## src/rtl/alu_ctrl_issue.sv

```systemverilog
// ---------------------------------------------------------------------------
// alu_ctrl_issue
//   Registered ALU-control decoder with a one-entry output stage. It decodes
//   {alu_op, funct} into an ALU control code and holds it until the ALU takes
//   it. A MUL decode is sequenced for MUL_CYCLES edges before it is issued.
//
// Parameters
//   FUNCT_W    : width of funct (>= 3)
//   CTRL_W     : width of alu_control (>= 3); codes are zero-extended
//   MUL_CYCLES : edges from MUL acceptance to out_valid (>= 2)
//
// Ports
//   clk         : clock, rising edge
//   reset       : asynchronous, active-high reset
//   in_valid    : decode request present
//   in_ready    : request can be accepted this cycle
//   alu_op      : operation class from main control
//   funct       : instruction function field
//   out_valid   : alu_control / multi_cycle valid
//   out_ready   : ALU consumes the output this cycle
//   alu_control : registered ALU control code
//   multi_cycle : issued op was MUL
//   busy        : MUL sequencing in progress
//
// Optional feature (macro ALU_CTRL_ERR_EN)
//   err_flag    : sticky flag, set when an illegal decode is accepted
//   err_clr     : clears err_flag (a coincident set wins)
// ---------------------------------------------------------------------------
module alu_ctrl_issue #(
   parameter int FUNCT_W    = 3,
   parameter int CTRL_W     = 3,
   parameter int MUL_CYCLES = 4
) (
   input  logic               clk,
   input  logic               reset,
   input  logic               in_valid,
   output logic               in_ready,
   input  logic [1:0]         alu_op,
   input  logic [FUNCT_W-1:0] funct,
   output logic               out_valid,
   input  logic               out_ready,
   output logic [CTRL_W-1:0]  alu_control,
   output logic               multi_cycle,
   output logic               busy
`ifdef ALU_CTRL_ERR_EN
   ,
   output logic               err_flag,
   input  logic               err_clr
`endif
);

   localparam logic [1:0] S_IDLE  = 2'd0;
   localparam logic [1:0] S_HOLD  = 2'd1;
   localparam logic [1:0] S_MULTI = 2'd2;

   localparam logic [2:0] C_ILL = 3'b000;
   localparam logic [2:0] C_ADD = 3'b001;
   localparam logic [2:0] C_SUB = 3'b010;
   localparam logic [2:0] C_AND = 3'b011;
   localparam logic [2:0] C_OR  = 3'b100;
   localparam logic [2:0] C_SLT = 3'b101;
   localparam logic [2:0] C_MUL = 3'b110;

   localparam int CNT_W = $clog2(MUL_CYCLES);
   localparam logic [CNT_W-1:0] CNT_LOAD = CNT_W'(MUL_CYCLES - 1);
   localparam logic [CNT_W-1:0] CNT_ONE  = CNT_W'(1);

   logic [1:0]       state_q, state_d;
   logic [2:0]       ctrl_q, ctrl_d;
   logic             mul_q, mul_d;
   logic [CNT_W-1:0] cnt_q, cnt_d;

   logic [2:0]       dec_code;
   logic             dec_mul;
   logic             funct_hi_nz;
   logic             accept;

   // Upper funct bits only exist for FUNCT_W > 3; any set bit there is illegal.
   if (FUNCT_W > 3) begin : g_funct_hi
      assign funct_hi_nz = |funct[FUNCT_W-1:3];
   end else begin : g_no_funct_hi
      assign funct_hi_nz = 1'b0;
   end

   // Code 000 is produced only by illegal decodes, so it doubles as the
   // illegal indication for the error flag.
   always_comb begin
      dec_code = C_ILL;
      dec_mul  = 1'b0;
      case (alu_op)
         2'b00: dec_code = C_ADD;
         2'b01: dec_code = C_SUB;
         2'b10: begin
            if (!funct_hi_nz) begin
               case (funct[2:0])
                  3'b000: dec_code = C_ADD;
                  3'b010: dec_code = C_SUB;
                  3'b100: dec_code = C_AND;
                  3'b101: dec_code = C_OR;
                  3'b110: dec_code = C_SLT;
                  3'b001: begin
                     dec_code = C_MUL;
                     dec_mul  = 1'b1;
                  end
                  default: dec_code = C_ILL;
               endcase
            end
         end
         default: dec_code = C_ILL;
      endcase
   end

   assign out_valid   = (state_q == S_HOLD);
   assign busy        = (state_q == S_MULTI);
   assign in_ready    = !reset && (state_q != S_MULTI) && (!out_valid || out_ready);
   assign accept      = in_valid && in_ready;
   assign alu_control = CTRL_W'(ctrl_q);
   assign multi_cycle = mul_q;

   always_comb begin
      state_d = state_q;
      ctrl_d  = ctrl_q;
      mul_d   = mul_q;
      cnt_d   = cnt_q;
      case (state_q)
         S_MULTI: begin
            // Leaving on count 1 makes acceptance-to-valid exactly MUL_CYCLES edges.
            cnt_d = cnt_q - CNT_ONE;
            if (cnt_q == CNT_ONE) begin
               state_d = S_HOLD;
            end
         end
         default: begin
            // IDLE or HOLD: accept covers the back-to-back case from HOLD.
            if (accept) begin
               ctrl_d = dec_code;
               mul_d  = dec_mul;
               if (dec_mul) begin
                  state_d = S_MULTI;
                  cnt_d   = CNT_LOAD;
               end else begin
                  state_d = S_HOLD;
               end
            end else if (state_q == S_HOLD && out_ready) begin
               state_d = S_IDLE;
            end else if (state_q != S_HOLD) begin
               state_d = S_IDLE;
            end
         end
      endcase
   end

   always_ff @(posedge clk or posedge reset) begin
      if (reset) begin
         state_q <= S_IDLE;
         ctrl_q  <= C_ILL;
         mul_q   <= 1'b0;
         cnt_q   <= '0;
      end else begin
         state_q <= state_d;
         ctrl_q  <= ctrl_d;
         mul_q   <= mul_d;
         cnt_q   <= cnt_d;
      end
   end

`ifdef ALU_CTRL_ERR_EN
   logic err_q;

   always_ff @(posedge clk or posedge reset) begin
      if (reset) begin
         err_q <= 1'b0;
      end else if (accept && dec_code == C_ILL) begin
         err_q <= 1'b1;
      end else if (err_clr) begin
         err_q <= 1'b0;
      end
   end

   assign err_flag = err_q;
`endif

endmodule

```

## config.mk

```make
export PLATFORM = sky130hd
export DESIGN_NAME = alu_ctrl_issue
export DESIGN_NICKNAME = d
export VERILOG_FILES = /design/src/rtl/alu_ctrl_issue.sv
export SDC_FILE = /design/constraint.sdc
export NUM_CORES = 1
export LEC_CHECK = 0
export CORE_AREA = 2 2 39 41
export DETAILED_ROUTE_END_ITERATION = 7
export DIE_AREA = 0 0 41 43
export PLACE_DENSITY = 0.68
export SYNTH_ARGS = -nofsm -noshare
export SYNTH_HDL_FRONTEND = slang
export SYNTH_SLANG_ARGS = --single-unit
```

## constraint.sdc

```tcl
create_clock -name clk -period 1.5 [get_ports clk]
set_clock_uncertainty 0.05 [all_clocks]
set_input_delay 0.3 -clock clk [delete_from_list [all_inputs] [get_ports clk]]
set_output_delay 0.3 -clock clk [all_outputs]
set_load 0.1 [all_outputs]
```

==> results_dict.tcl <==
set metrics [dict create \
    outcome "finished with violations" \
    failed_checks "negative setup slack" \
    crit_required_ns 1.15 \
    timing.setup.critical_path_class "flop to output pin" \
    grt_max_degree 9 \
    cpPeakStageDelay_ns 0.39 \
    wl_cell_um 11.4 \
    die_area_um2 1760 \
    tritoncts "done" \
    post-route-period-util 1.15 \
    ctsRootBufferMaster "clkbuf_4" \
    setup.worst_path.start_class "flop" \
    power.density_cell_area_nw_per_um2 930 \
    hold_class "primary input to async pin" \
    wl_mm 1.14 \
    max-cap-violations 0 \
    antenna_left 0 \
    die_width_um 41 \
    fmax_mhz 579 \
    holdWs_ns 0.342 \
    cts_buffer_depth 2 \
    mappedNetlistArea_um2 480 \
    final_core_utilization 0.645 \
    inserted_clock_buffers 3 \
    worst_slew_pin_slew_ns 0.216 \
    areaGrowthSynthToFinish_pct 85.7 \
    synth_cell_type_count 27 \
    fill_cells 115 \
    tritoncts_num_sinks 8 \
    yosysWarningCount 0 \
    slew_limit_headroom 0.856 \
    detailed_place_hpwl_um 859 \
    drt_iter0_markers 8 \
    leakage_nw 0.413 \
    period_needed_ns 1.73 \
    cts.htree.levels 1 \
    syn_area_per_cell_um2 9.24 \
    irDropWorstVdd_v 0.000672 \
    grt_pass1_wl_mm 1.84 \
    portBuffers 15 \
    synth_nets 62 \
    num_io_pins 16 \
    arrival_ns 1.38 \
    floorplan.initialDensity 0.347 \
    post_layout_nets 95 \
    postSynthRegisterBits 8 \
    area_of_the_placeable_core_um2 1380 \
    timing.critical_path.to_type "output pin" \
    fin_ws_ns -0.226 \
    core.rowCount 14 \
    ratio_of_cells_with_drive_above_1_in_the_final_layout 0.464 \
    critical_path.slowest_cell "dfrtp_2" \
    report.final.setup_viol 2 \
    number_of_detailed_route_iterations_in_the_first_pass 3 \
    post_cts_hold_buffer_count 0 \
    first_global_vias 470 \
    post-route-drc-count 0 \
    timing.final.max_slew_violations 0 \
    grt_use_total 0.157 \
    gr-total-overflow 0 \
    die_h_um 43 \
    vias_per_cell 4.91 \
    path_max_fanout 3 \
    vias 491 \
    n_antenna_cell 0 \
    antenna_violations_before_repair 0 \
    cts.clk_slew.worst_paths_ns 0.06 \
    synthesis.instances 52 \
    path_cells "or3b_4, and3_4, buf_12" \
    postPlaceCellArea_um2 816 \
    setup_repair_after_global_routing_missed_its_margin "yes" \
    report.final.hold_viol_count 0 \
    fin_area_um2 892 \
    clk-insertion-delay-late_ns 0.25 \
    gp_routability_congestion 0.699 \
    synth-seq-area-share 0.417 \
    total_power_w 0.000830 \
]
-- worst max-delay path: cells and delay by family, from the launching register on --
kind                   cells  cell delay [ns]
flip-flops                 1             0.39
AND/OR/NAND/NOR            2             0.57
buffers and inverters      1             0.16
-- what timing repair did --
action / CTS / global route
setup endpoints to repair: 6 / 11
buffers inserted: 4 / 0
gates resized for setup: 10 / 3
pin swaps: 4 / 0
-- Yosys cell counts (all sizes together) --
cell type  number  area (um^2)
nand2           5         18.8
inv             4         15.0
nor3            1         5.00
o211ai          1         7.51
or3b            1         8.76
a211oi          1         7.51
a21oi           2         10.0
or3             1         11.3
o221a           1         11.3
ha              1         12.5
a21o            1         7.51
o31ai           1         7.51
nand2b          4         32.5
and2            1         6.26
o221ai          1         8.76
xor2            1         8.76
o21a            2         15.0
nand3b          1         7.51
nor2b           2         12.5
or2             1         8.76
and3            2         12.5
o21ai           2         10.0
a31oi           1         6.26
nor2            5         18.8
dfrtp           8          200
nand3           1         10.0
-- per-stage QoR --
step                      worst slack, ns  cells  TNS (ns)
after detailed placement           -0.345     93     -2.31
after CTS                          -0.232    101    -0.534
after global routing               -0.257    100    -0.623
final                              -0.226    100    -0.243
after global placement             -0.322     93     -2.06
after floorplan                   -0.0765     52   -0.0765
-- path summary, 6_finish.rpt --
check | startpoint | to | slack [ns] | cells past startpoint
setup reg to reg | state_q[1]$_DFFE_PP0P_ | cnt_q[1]$_DFFE_PP0P_ | 0.01 | 6
hold reg to reg | multi_cycle$_DFFE_PP0P_ | multi_cycle$_DFFE_PP0P_ | 0.49 | 2
setup / recovery | state_q[1]$_DFFE_PP0P_ | in_ready | -0.23 | 3
hold / removal | reset | alu_control[1]$_DFFE_PP0P_ | 0.34 | 3
min in group clk | alu_op[0] | alu_control[0]$_DFFE_PP0P_ | 0.42 | 3
max in group asynchronous | reset | state_q[1]$_DFFE_PP0P_ | 0.92 | 3
-- layout by cell type (no fill, tap or decap), types with 2 or more instances in the layout --
cell type / n
buf_4: 13
dfrtp_1: 7
buf_12: 7
nand2_1: 5
dlygate4sd2_1: 5
nor2_1: 4
nand2b_4: 3
inv_1: 3
clkbuf_4: 3
clkdlybuf4s50_1: 3
nor2b_1: 2
o21a_1: 2
o21ai_0: 2
-- area by class of cell --
class,count,area (um^2),area share
multi-input cells,40,314,0.352
clock buffers,4,26.3,0.0295
inverters,4,18.8,0.0210
repair buffers,28,312,0.349
well taps,16,20.0,0.0224
flip-flops and latches,8,201,0.226
-- sequential cells by signal, indices dropped and copies added, names as in the netlist --
| name | flops |
|---|---|
| alu_control | 3 |
| cnt_q | 2 |
| multi_cycle | 1 |
| state_q | 2 |
-- kinds of logic (layout without fill, tap and decap cells) --
logic type,after synthesis,count (layout),share of synthesized area
adders and majority gates,1,1,0.0260
DFF,8,8,0.417
xor gates and xnor gates,1,1,0.0182
and+or+nand+nor,25,25,0.318
buffers and inverters,4,36,0.0312
AOI/OAI and AO/OA,13,13,0.190
-- per-layer routing --
metal	up-vias	part of all wire	GRT usage
li1	247	-	-
met1	229	0.40	0.174
met2	13	0.53	0.250
met3	2	0.055	0.0366
met4	0	0.0097	0.100
met5	-	0	0
-- power breakdown --
part,internal (W),switching (W)
combinational,0.000159,0.000224
sequential,0.000245,0.0000235
clock,0.000102,0.0000762
total,0.000507,0.000323
Power figures use the tool's default switching activity.
